--- src/rtl/bin_search_engine.sv ---
// Sequential binary-search engine over a register-file array of sorted unsigned values.
// Supports exact-match and lower-bound searches on a start/busy/done handshake.
module bin_search_engine #(
    parameter  int DATA_W = 8,
    parameter  int DEPTH  = 16,
    localparam int IDX_W  = $clog2(DEPTH)
) (
    input  logic              clk,
    input  logic              rst,
    input  logic              wr_en,
    input  logic [IDX_W-1:0]  wr_addr,
    input  logic [DATA_W-1:0] wr_data,
    input  logic              start,
    input  logic [DATA_W-1:0] key,
    input  logic              mode,
    output logic              busy,
    output logic              done,
    output logic              found,
    output logic [IDX_W-1:0]  index
);

    // One extra bit on the bounds so hi can drop below lo without wrapping into range.
    localparam int PTR_W = IDX_W + 1;
    localparam logic [PTR_W-1:0] PTR_ONE = PTR_W'(1);
    localparam logic [PTR_W-1:0] PTR_TOP = PTR_W'(DEPTH - 1);

    typedef enum logic [1:0] {
        IDLE   = 2'd0,
        SEARCH = 2'd1,
        FIN    = 2'd2
    } state_e;

    state_e            state_q, state_d;
    logic [DATA_W-1:0] mem_q [DEPTH];
    logic [DATA_W-1:0] mem_d [DEPTH];
    logic [DATA_W-1:0] key_q, key_d;
    logic              mode_q, mode_d;
    logic [PTR_W-1:0]  lo_q, lo_d;
    logic [PTR_W-1:0]  hi_q, hi_d;
    logic              cand_vld_q, cand_vld_d;
    logic [IDX_W-1:0]  cand_q, cand_d;
    logic              found_q, found_d;
    logic [IDX_W-1:0]  index_q, index_d;
    logic              busy_q, busy_d;
    logic              done_q, done_d;

    logic [PTR_W:0]    sum;
    logic [PTR_W-1:0]  mid;
    logic [IDX_W-1:0]  mid_idx;
    logic [DATA_W-1:0] mid_val;
    logic              go_low;
    logic              exit_now;

    assign sum     = {1'b0, lo_q} + {1'b0, hi_q};
    assign mid     = PTR_W'(sum >> 1);
    assign mid_idx = mid[IDX_W-1:0];
    assign mid_val = mem_q[mid_idx];

    always_comb begin
        // NOTE: every variable gets a default before any branch, so no path leaves one unassigned and no latch is inferred.
        state_d    = state_q;
        mem_d      = mem_q;
        key_d      = key_q;
        mode_d     = mode_q;
        lo_d       = lo_q;
        hi_d       = hi_q;
        cand_vld_d = cand_vld_q;
        cand_d     = cand_q;
        found_d    = found_q;
        index_d    = index_q;
        busy_d     = busy_q;
        done_d     = 1'b0;
        go_low     = 1'b0;
        exit_now   = 1'b0;

        if (wr_en && !busy_q) begin
            mem_d[wr_addr] = wr_data;
        end

        case (state_q)
            IDLE: begin
                if (start) begin
                    state_d    = SEARCH;
                    busy_d     = 1'b1;
                    key_d      = key;
                    mode_d     = mode;
                    lo_d       = '0;
                    hi_d       = PTR_TOP;
                    cand_vld_d = 1'b0;
                    cand_d     = '0;
                    found_d    = 1'b0;
                    index_d    = '0;
                end
            end
            SEARCH: begin
                // NOTE: always_comb uses blocking assignments so later statements see the values computed above them.
                go_low = mode_q ? (mid_val >= key_q) : (mid_val > key_q);
                if (!mode_q && (mid_val == key_q)) begin
                    found_d  = 1'b1;
                    index_d  = mid_idx;
                    exit_now = 1'b1;
                end else if (go_low) begin
                    hi_d     = mid - PTR_ONE;
                    exit_now = (mid == lo_q);
                    if (mode_q) begin
                        cand_vld_d = 1'b1;
                        cand_d     = mid_idx;
                    end
                end else begin
                    lo_d     = mid + PTR_ONE;
                    exit_now = ((mid + PTR_ONE) > hi_q);
                end

                if (exit_now) begin
                    state_d = FIN;
                    busy_d  = 1'b0;
                    done_d  = 1'b1;
                    if (mode_q) begin
                        found_d = cand_vld_d;
                        index_d = cand_vld_d ? cand_d : '0;
                    end
                end
            end
            FIN: begin
                state_d = IDLE;
            end
            default: begin
                state_d = IDLE;
                busy_d  = 1'b0;
            end
        endcase
    end

    always_ff @(posedge clk or negedge rst) begin
        if (!rst) begin
            state_q    <= IDLE;
            // NOTE: the array is built from flops, so reset clears it; a RAM macro could not be cleared this way.
            mem_q      <= '{default: '0};
            key_q      <= '0;
            mode_q     <= 1'b0;
            lo_q       <= '0;
            hi_q       <= '0;
            cand_vld_q <= 1'b0;
            cand_q     <= '0;
            found_q    <= 1'b0;
            index_q    <= '0;
            busy_q     <= 1'b0;
            done_q     <= 1'b0;
        end else begin
            state_q    <= state_d;
            mem_q      <= mem_d;
            key_q      <= key_d;
            mode_q     <= mode_d;
            lo_q       <= lo_d;
            hi_q       <= hi_d;
            cand_vld_q <= cand_vld_d;
            cand_q     <= cand_d;
            found_q    <= found_d;
            index_q    <= index_d;
            busy_q     <= busy_d;
            done_q     <= done_d;
        end
    end

    assign busy  = busy_q;
    assign done  = done_q;
    assign found = found_q;
    assign index = index_q;

endmodule

--- config.mk ---
export PLATFORM = sky130hd
export DESIGN_NAME = bin_search_engine
export DESIGN_NICKNAME = d
export VERILOG_FILES = /design/src/rtl/bin_search_engine.sv
export SDC_FILE = /design/constraint.sdc
export NUM_CORES = 1
export LEC_CHECK = 0
export CAP_MARGIN = 25
export CORE_UTILIZATION = 35
export DETAILED_ROUTE_END_ITERATION = 10
export GPL_TIMING_DRIVEN = 1
export HOLD_SLACK_MARGIN = 0.1
export PLACE_DENSITY_LB_ADDON = 0.12
export SLEW_MARGIN = 20
export SYNTH_ARGS = -nofsm -noshare
export SYNTH_HDL_FRONTEND = slang
export SYNTH_SLANG_ARGS = --single-unit
--- constraint.sdc ---
create_clock -name clk -period 11.8 [get_ports clk]
set_input_delay 1.77 -clock clk [delete_from_list [all_inputs] [get_ports clk]]
set_output_delay 1.77 -clock clk [all_outputs]
set_load 0.02 [all_outputs]
Yosys cells after proc, flatten, opt, wreduce, memory -nomap -nowiden. Index checks and enable logic that the tools add are counted.

Add/subtract/negate cells: 3. Magnitude comparators: 6. Equal/unequal tests: 9. Multiplexer cells: 46. Bitwise operators: 3. Reduce and logical (&&, ||, !) cells: 13.

Operators by type and width (number): $bwmux 128 (1); $bmux 8 s4 (1); $demux 8 s4 (1); $mux 4 (8); $mux 5 (6); $mux 8 (3); $pmux 5 s2 (2); $mux 1 (16); $pmux 4 s2 (2); $ge 5x5->1 const B (2); $ne 2x2->1 const B (5); $not 4->5 (2); $eq 8x8->1 (1); $ge 8x8->1 (1); $gt 8x8->1 (1); $reduce_and 4->1 (2); $add 5x5->6 (1); $reduce_and 2->1 (3); $add 5x1->5 const B (1); $eq 5x5->1 (1); $gt 5x5->1 (1); $lt 5x1->1 const B (1); $sub 5x1->5 const B (1); $mux 2 (2); other kinds (11) (15).

Register bits: 161. Logic and storage cells: 107.

Longest topological paths before layout. Gate-level depths: netlist of the first run.

Word-level depth: 14. Gate-level depth with buffers: 18. Mapped depth without buffers: 16.

Least setup slack after synthesis of the first run. Ideal clock, no wire load.

Path type: reg2reg. From: reg lo_q[2]. To: reg index_q[2], in the netlist index[2]. Arrival time: 4151 ps. Data required time: 11666 ps. Setup slack: 7516 ps. Cell stages (with the launch flop): 16. Buffers on the path: 2. Clock period less this slack: 4284 ps. Cells stage by stage: dfrtp_1 ha_1 a21oi_1 a21oi_4 nor2_2 buf_6 mux4_2 a211oi_1 or3b_1 ha_1 nand4_1 nor4_1 clkbuf_1 mux2_2 a21oi_1 mux2i_1.

Cells in the longest elaborated chain, start to end: 14.

RTL lines: start: declaration (RTL line 38) `logic [PTR_W-1:0] lo_q, lo_d;`; start signal: assignment (RTL line 154) `lo_q <= lo_d;`; $add 5x5->6 (RTL line 54) `assign sum = {1'b0, lo_q} + {1'b0, hi_q};`; $not 4->5 (not written as such) (RTL line 57) `assign mid_val = mem_q[mid_idx];`; $bmux 8 s4 (RTL line 57); $mux 8 (not written as such) (2 in series) (RTL line 57); $gt 8x8->1 / $ge 8x8->1 (equally long branches) (RTL line 97) `go_low = mode_q ? (mid_val >= key_q) : (mid_val > key_q);`; $mux 1 (RTL line 97); $mux 1 (RTL line 102) `end else if (go_low) begin`; $mux 1 (RTL line 98) `if (!mode_q && (mid_val == key_q)) begin`; $mux 1 (RTL line 80) `case (state_q)`; $mux 4 (RTL line 120) `index_d = cand_vld_d ? cand_d : '0;`; $mux 4 (RTL line 118) `if (mode_q) begin`; $mux 4 (*) (RTL line 114) `if (exit_now) begin`; $pmux 4 s2 (*) (RTL line 80); end signal: assignment (RTL line 159) `index_q <= index_d;`; end: declaration (RTL line 43) `logic [IDX_W-1:0] index_q, index_d;`.

Mark *: on every way between the ends. The rest lies on a longest branch, timed or not. The select of a mux whose other input is x is not followed. A chain may end at the register's enable or synchronous reset.

Final worst setup path of the first run.
From: reg lo_q[2]. To: reg index_q[1], in the netlist index[1].

Same word-level chain as after synthesis.

==> results of run 1 <==
==> per-layer routing <==
metal | routed length, um | global-route usage (%) | share of wire, %
met5 | 0 | 0 | 0
met1 | 10000 | 25.2 | 47
met2 | 10300 | 30.3 | 48
met4 | 312 | 5.99 | 1.5
met3 | 876 | 3.67 | 4.1
==> path summary, 6_finish.rpt <==
| kind | slack, ps | start | cells after the start | endpoint |
|---|---|---|---|---|
| worst min register to register | 490 | cand_q[2]$_DFFE_PN0P_ | 1 | cand_q[2]$_DFFE_PN0P_ |
| max in group asynchronous | 9270 | rst | 3 | mem_q[125]$_DFFE_PN0P_ |
| min in group asynchronous | 1380 | rst | 1 | hi_q[1]$_DFFE_PN0P_ |
| worst max register to register | 6090 | lo_q[2]$_DFFE_PN0P_ | 15 | index[1]$_DFFE_PN0P_ |
| worst max-delay path | 6090 | lo_q[2]$_DFFE_PN0P_ | 15 | index[1]$_DFFE_PN0P_ |
| worst min-delay path | 490 | cand_q[2]$_DFFE_PN0P_ | 1 | cand_q[2]$_DFFE_PN0P_ |
==> kinds of logic after synthesis <==
logic type,after synthesis,share of synthesized area [%]
mux,178,25.2
flops,161,49.6
simple gates,133,8.71
compound gates,125,9.64
buf+inv,51,2.57
fa+ha+maj,20,3.17
xor+xnor,9,1.14
==> registers in the layout, summed over array words and instances, names as in the netlist <==
signal / flops
index: 4
mem_q: 128
state_q: 2
busy: 1
done: 1
cand_q: 4
hi_q: 5
found: 1
lo_q: 5
key_q: 8
mode_q: 1
cand_vld_q: 1
==> cell type report <==
type	count	area, um^2
timing repair buffer	41	402
sequential	161	4030
clock buffer	20	447
tap	285	357
multi-input combinational	465	3910
inverter	19	71.3
clock inverter	12	148
fill	2160	13400
==> metrics by stage <==
step | total power, W | hold slack [ps] | setup slack [ps]
2_1_floorplan | 0.00198 | 458 | 7520
3_3_place_gp | 0.00240 | 482 | 6020
3_5_place_dp | 0.00243 | 477 | 5920
4_1_cts | 0.00300 | 498 | 5900
5_1_grt | 0.00319 | 516 | 5870
6_report | 0.00299 | 494 | 6090
==> power breakdown <==
part           switching (W)  internal [W]  total, W
clock               0.000244      0.000322  0.000567
sequential          0.000116      0.000752  0.000867
combinational       0.000908      0.000652   0.00156
==> cell usage in the layout, fill, tap and decap left out, drive strengths merged, types with 20 or more instances in the layout <==
cell           netlist  layout
clkbuf              25      20
dfrtp              161     161
nand3               25      25
mux2               132     132
clkdlybuf4s50        0      30
o21ai               37      37
mux2i               38      38
nand2               35      35
a21oi               32      32
inv                 18      23
==> worst max-delay path: cells and delay by family, from the launching register on <==
family	cells	cell delay (ps)
DFF	1	410
muxes	2	870
buffers and inverters	1	650
and+or+nand+nor	4	830
AOI/OAI and AO/OA	6	2100
adders and majority gates	2	680
==> results.md, run 1 <==
* Max VDD drop at 169 uV
* Final setup viols at 0
* H-tree depth at 4
* Cell types with the highest counts after synthesis: sky130_fd_sc_hd__dfrtp_1, sky130_fd_sc_hd__mux2_2, sky130_fd_sc_hd__mux2i_1
* Worst skew pair latency at approximately 440 ps
* Leak at 4.24 nW
* Antenna-violating nets left at 0
* Starting utilization of the core area at 35.8%
* Crit end category: register
* Detailed-routing iteration count for the pre-antenna-repair pass at 4
* Width of the die at 154 um
* Least-Margin Pin Slew at roughly 1000 ps
* Core footprint at 0.0227 mm^2
* Skew final at roughly 14 ps
* Placed standard-cell area at around 0.0087 mm^2
* Antenna cells at 0
* GRT Util Overall at about a fifth
* Die span in y at 154 um
* Overflow left after global routing at 0
* Post-Syn Instances at 677
* Global-route wire length before repair at 33200 um
* DRC Markers at 0
* Share of the synthesized area in the top cell type at 49.6%
* Post-Synthesis Net Count at 722
* CTS tree: done
* Setup repair after global routing missed its margin: no
* Post-synth ARST share at 100%
* Largest incremental delay on the critical path at 650 ps
* Post-CTS Hold Buffers at 0
* Syn_area_per_cell at 12.0 um^2
* Clock buffers created by TritonCTS at 17
* Outcome: finished clean
* Fraction of final layout cells sized beyond drive strength 1 at 26.6%
* Post-synthesis instance area at 0.00813 mm^2
* Hold Fails Final Rpt at 0
* Initial detailed-routing violation count at 303
* Number of gates resized after cts at 0
* Post-Place Cells at 969
* Detailed-route via count at 5578
* Final non-filler cell total at roughly 1k
* Setup crit start kind: register
* IO buf count at 31
* Total power per unit cell area at 320 mW/mm^2
* Number of buffers between clock root and the deepest sink at 2
* Net count reported at finish at 750
* Critical path cell sequence: ha_1 > a21oi_1 > a21oi_4 > nor2_4 > buf_4 > mux4_2 > a211oi_1 > or3b_1 > ha_1 > nand4_1 > nor2_1 > a21oi_1 > o2111ai_1 > a21oi_2 > mux2i_1
* Vias per std cell at 5.56
* Count of unique library cells instantiated by Yosys at 56
* Largest net degree at the start of global routing at 90
* EDFF count, synth at 0
* Count of warnings emitted by yosys at 0
* Layout area overhead at 15.2%
* Area of the die at between 0.02 and 0.025 mm^2
* Final Routed Wirelength at 21500 um
* Period Utilization, post-route at 48.4%
* Area of all placed cells without fillers at slightly above 0.009 mm^2
* Final Max Slew Viols at 0
* Utilization of the core after routing at between 40 and 50%
* Number of rows created at floorplan at 55
* Library cell occupying the most area in the post-synthesis netlist: sky130_fd_sc_hd__dfrtp_1
* Initial antenna violation count at 0
* Critical path data required time at 12150 ps
* Routed wire per std cell at 21.4 um
* Max_slew headroom at 29.9%
* Worst setup path category: register to register
* Via count of the first global-routing pass at around 5.7k
* Critical Path Slowest Stage Cell: sky130_fd_sc_hd__buf_4
* Top FF cell, synth: sky130_fd_sc_hd__dfrtp_1
* Count leader, synth: sky130_fd_sc_hd__dfrtp_1
* Clock transition at path regs at 70 ps
* Gp weighted congestion at 0.867
* Register bit count reported by yosys at 161
* Minimum clock period at between 5000 and 6000 ps
* Hold/Removal Path Class: register to register
* Proportion of synthesized chip area in sequential cells at ~50%
* Fmax at between 150 and 200 MHz
* Boundary Pins at 32
* Peak fanout along the critical path at 47
* Post-CTS setup buffers at 0
* Critical Path AT at roughly 6100 ps
* Cell at the root of the clock tree: sky130_fd_sc_hd__clkbuf_16
* Biggest area contributors in the synthesized netlist: sky130_fd_sc_hd__dfrtp_1, sky130_fd_sc_hd__mux2_2, sky130_fd_sc_hd__mux2i_1, sky130_fd_sc_hd__ha_1, sky130_fd_sc_hd__mux4_2
* Final setup TNS at 0 ps
* Clock sink count at 161
* Max Cap Viol at 0
* Post-DP HPWL at about 15000 um
(Power assumes the default switching activity.)
==> run 2: changes to the inputs <==
==> constraint.sdc (replaced) <==
create_clock -name clk -period 4.8 [get_ports clk]
set_input_delay 0.72 -clock clk [delete_from_list [all_inputs] [get_ports clk]]
set_output_delay 0.72 -clock clk [all_outputs]
set_load 0.02 [all_outputs]
==> run 2 against run 1 <==
Against the previous run:
- cell count is 2.2% higher
- die area stayed put
- combinational power grew to 2.7 times the previous value
- critical path depth is 2 higher
- count of clock-buffer cells in the layout is 2 lower
- via count is 0.54% higher
- first-iteration DRC count is 0.66% lower
- critical path type unchanged
- critical endpoint is now index[0]$_DFFE_PN0P_
- largest power group unchanged
==> results.md, run 2 (synthesis gave the netlist of run 1 again) <==
* Detailed-route via count at 5608 (was 5578)
* Max_slew headroom at 35.9% (was 29.9%)
* Sw power at 0.00322 W (was 0.00127 W)
* Setup repair after global routing missed its margin: no (unchanged)
* Total power per unit cell area at 813 mW/mm^2 (was 320 mW/mm^2)
* Critical Path AT at 4840 ps (was 6060 ps)
* Number of buffers between clock root and the deepest sink at 2 (unchanged)
* Largest incremental delay on the critical path at 450 ps (was 650 ps)
* Final Routed Wirelength at 21000 um (was 21500 um)
* Flip-flop count of the largest register after layout at 128 (unchanged)
* CP dominant cell by count: sky130_fd_sc_hd__buf_4
* Width of the die at 154 um (unchanged)
* Antenna-violating nets left at 0 (unchanged)
* Hold/Removal Path Class: primary input to async pin (was register to register)
* Net count reported at finish at 772 (was 750)
* Clock sink count at 161 (unchanged)
* Initial antenna violation count at 1 (was 0)
* Minimum clock period at 4540 ps (was 5710 ps)
* Fmax at 220 MHz (was 175 MHz)
* IO buf count at 31 (unchanged)
* Die span in y at 154 um (unchanged)
* Period Utilization, post-route at 94.5% (was 48.4%)
* Vias per std cell at 5.47 (was 5.56)
* Final setup TNS at 0 ps (unchanged)
* Peak fanout along the critical path at 9 (was 47)
* Number of rows created at floorplan at 55 (unchanged)
* Clock buffers created by TritonCTS at 17 (unchanged)
* Antenna cells at 0 (unchanged)
* Initial detailed-routing violation count at 301 (was 303)
* Gp weighted congestion at 0.871 (was 0.867)
* CP delay by family, top: simple AND/OR/NAND/NOR gates (was compound AO/OA/AOI/OAI gates)
* Critical Path Slowest Stage Cell: sky130_fd_sc_hd__or3b_1 (was sky130_fd_sc_hd__buf_4)
* Commonest non-fill, non-tap cell in the layout: sky130_fd_sc_hd__dfrtp_1 (unchanged)
* Critical path cell sequence: and2_1 > fa_1 > nand3_1 > and3_4 > nor2_2 > buf_4 > mux4_2 > a211oi_2 > or3b_1 > ha_1 > nand4_1 > buf_4 > nor4_2 > buf_4 > mux2_2 > a21oi_1 > mux2i_1 (was ha_1 > a21oi_1 > a21oi_4 > nor2_4 > buf_4 > mux4_2 > a211oi_1 > or3b_1 > ha_1 > nand4_1 > nor2_1 > a21oi_1 > o2111ai_1 > a21oi_2 > mux2i_1)
* Worst setup path category: register to register (unchanged)
* Global-route wire length before repair at 34200 um (was 33200 um)
* Fraction of final layout cells sized beyond drive strength 1 at 31.1% (was 26.6%)
* Core footprint at 0.0227 mm^2 (unchanged)
* CTS tree: done (unchanged)
* Top register by number of flip-flops: mem_q (unchanged)
* Utilization of the core after routing at 42.5% (was 41.2%)
* Starting utilization of the core area at 35.8% (unchanged)
* Overflow left after global routing at 0 (unchanged)
* Combinational Power Share at 54.3% (was 52.1%)
* Leak at 4.38 nW (was 4.24 nW)
* Setup crit start kind: register (unchanged)
* Max VDD drop at 433 uV (was 169 uV)
* GRT Util Overall at 19.1% (was 18.7%)
* Boundary Pins at 32 (unchanged)
* Clock group share of total power at 18.7% (was 18.9%)
* Post-CTS Hold Buffers at 0 (unchanged)
* Worst skew pair latency at 440 ps (about the same)
* Worst path bufs/invs at 3 (was 1)
* DRC Markers at 0 (unchanged)
* Routed wire per std cell at 20.5 um (was 21.4 um)
* Final Max Slew Viols at 0 (unchanged)
* Least-Margin Pin Slew at 960 ps (was 1050 ps)
* Internal power at 0.00463 W (was 0.00173 W)
* Post-DP HPWL at 14600 um (about the same)
* Detailed-routing iteration count for the pre-antenna-repair pass at 5 (was 4)
* Via count of the first global-routing pass at 5900 (was 5661)
* Share of total power consumed by net switching at 41.0% (was 42.3%)
* Skew final at 13.2 ps (was 13.9 ps)
* Final setup viols at 0 (unchanged)
* Outcome: finished clean (unchanged)
* Max Cap Viol at 0 (unchanged)
* Critical path data required time at 5100 ps (was 12150 ps)
* Cell at the root of the clock tree: sky130_fd_sc_hd__clkbuf_16 (unchanged)
* H-tree depth at 4 (unchanged)
* Hold Fails Final Rpt at 0 (unchanged)
* Top library cells by usage in the layout, fill and taps aside: sky130_fd_sc_hd__dfrtp_1, sky130_fd_sc_hd__mux2_2, sky130_fd_sc_hd__mux2i_1, sky130_fd_sc_hd__nand2_1, sky130_fd_sc_hd__o21ai_0 (unchanged)
* Area of the die at 0.0238 mm^2 (unchanged)
* Part of the total power dissipated in sequential elements at 27.0% (was 29.0%)
* Number of inserted filler cells in the final layout at 2165 (was 2160)
* Largest registers: mem_q x128, key_q x8 (unchanged)
* Clock transition at path regs at 70 ps (about the same)
* Largest net degree at the start of global routing at 97 (was 90)
* Crit end category: register (unchanged)
* Layout area overhead at 18.8% (was 15.2%)
## run 2: what timing repair did
| action | CTS | global route |
|---|---|---|
| cloned | 0 | 0 |
| resized for setup | 4 | 16 |
| endpoints found under the setup margin | 14 | 23 |
| buffers inserted | 3 | 1 |
| pin swaps | 1 | 3 |
## run 2: final timing paths
path	from	to	slack (ps)	cells after the start
worst max-delay path	lo_q[0]$_DFFE_PN0P_	index[0]$_DFFE_PN0P_	260	17
worst min-delay path	rst	hi_q[0]$_DFFE_PN0P_	210	1
worst max register to register	lo_q[0]$_DFFE_PN0P_	index[0]$_DFFE_PN0P_	260	17
worst min register to register	cand_q[2]$_DFFE_PN0P_	cand_q[2]$_DFFE_PN0P_	500	1
max in group asynchronous	rst	mem_q[27]$_DFFE_PN0P_	3740	2
min in group clk	cand_q[2]$_DFFE_PN0P_	cand_q[2]$_DFFE_PN0P_	500	1
## run 2: cell type report
cell class | count | area, um^2 | share of cell area [%]
flip-flops and latches | 161 | 4030 | 41.7
multi-input cells | 465 | 3990 | 41.3
repair buffers | 63 | 584 | 6.05
clock buffers | 18 | 439 | 4.55
well taps | 285 | 357 | 3.69
clock inverters | 14 | 191 | 1.98
inverters | 19 | 71.3 | 0.739
## run 2: power by group through the flow
| stage | Sequential [W] | Clock, W | Combinational, W |
|---|---|---|---|
| 5_1_grt | 0.00218 | 0.00156 | 0.00470 |
| 3_5_place_dp | 0.00214 | 0 | 0.00408 |
| 6_report | 0.00212 | 0.00147 | 0.00426 |
| 4_1_cts | 0.00211 | 0.00150 | 0.00418 |
| 2_1_floorplan | 0.00206 | 0 | 0.00280 |
| 3_3_place_gp | 0.00212 | 0 | 0.00402 |
## run 2: per-layer routing
metal | wire length [um] | global-route usage (%)
met1 | 9490 | 25.4
met3 | 768 | 3.28
met5 | 0 | 0
met2 | 10400 | 32.0
met4 | 337 | 5.61
## run 2: per-stage QoR
| step | total power, W | area (um^2) | hold WS (ps) | setup slack (ps) | instances |
|---|---|---|---|---|---|
| final | 0.00785 | 9660 | 205 | 264 | 1025 |
| after global routing | 0.00844 | 9660 | 230 | 1.30 | 1025 |
| after CTS | 0.00779 | 9560 | 456 | 57.5 | 1023 |
| after detailed placement | 0.00622 | 8890 | 481 | -143 | 988 |
| after global placement | 0.00614 | 8880 | 478 | -104 | 987 |
| after floorplan | 0.00486 | 8130 | 424 | 516 | 677 |
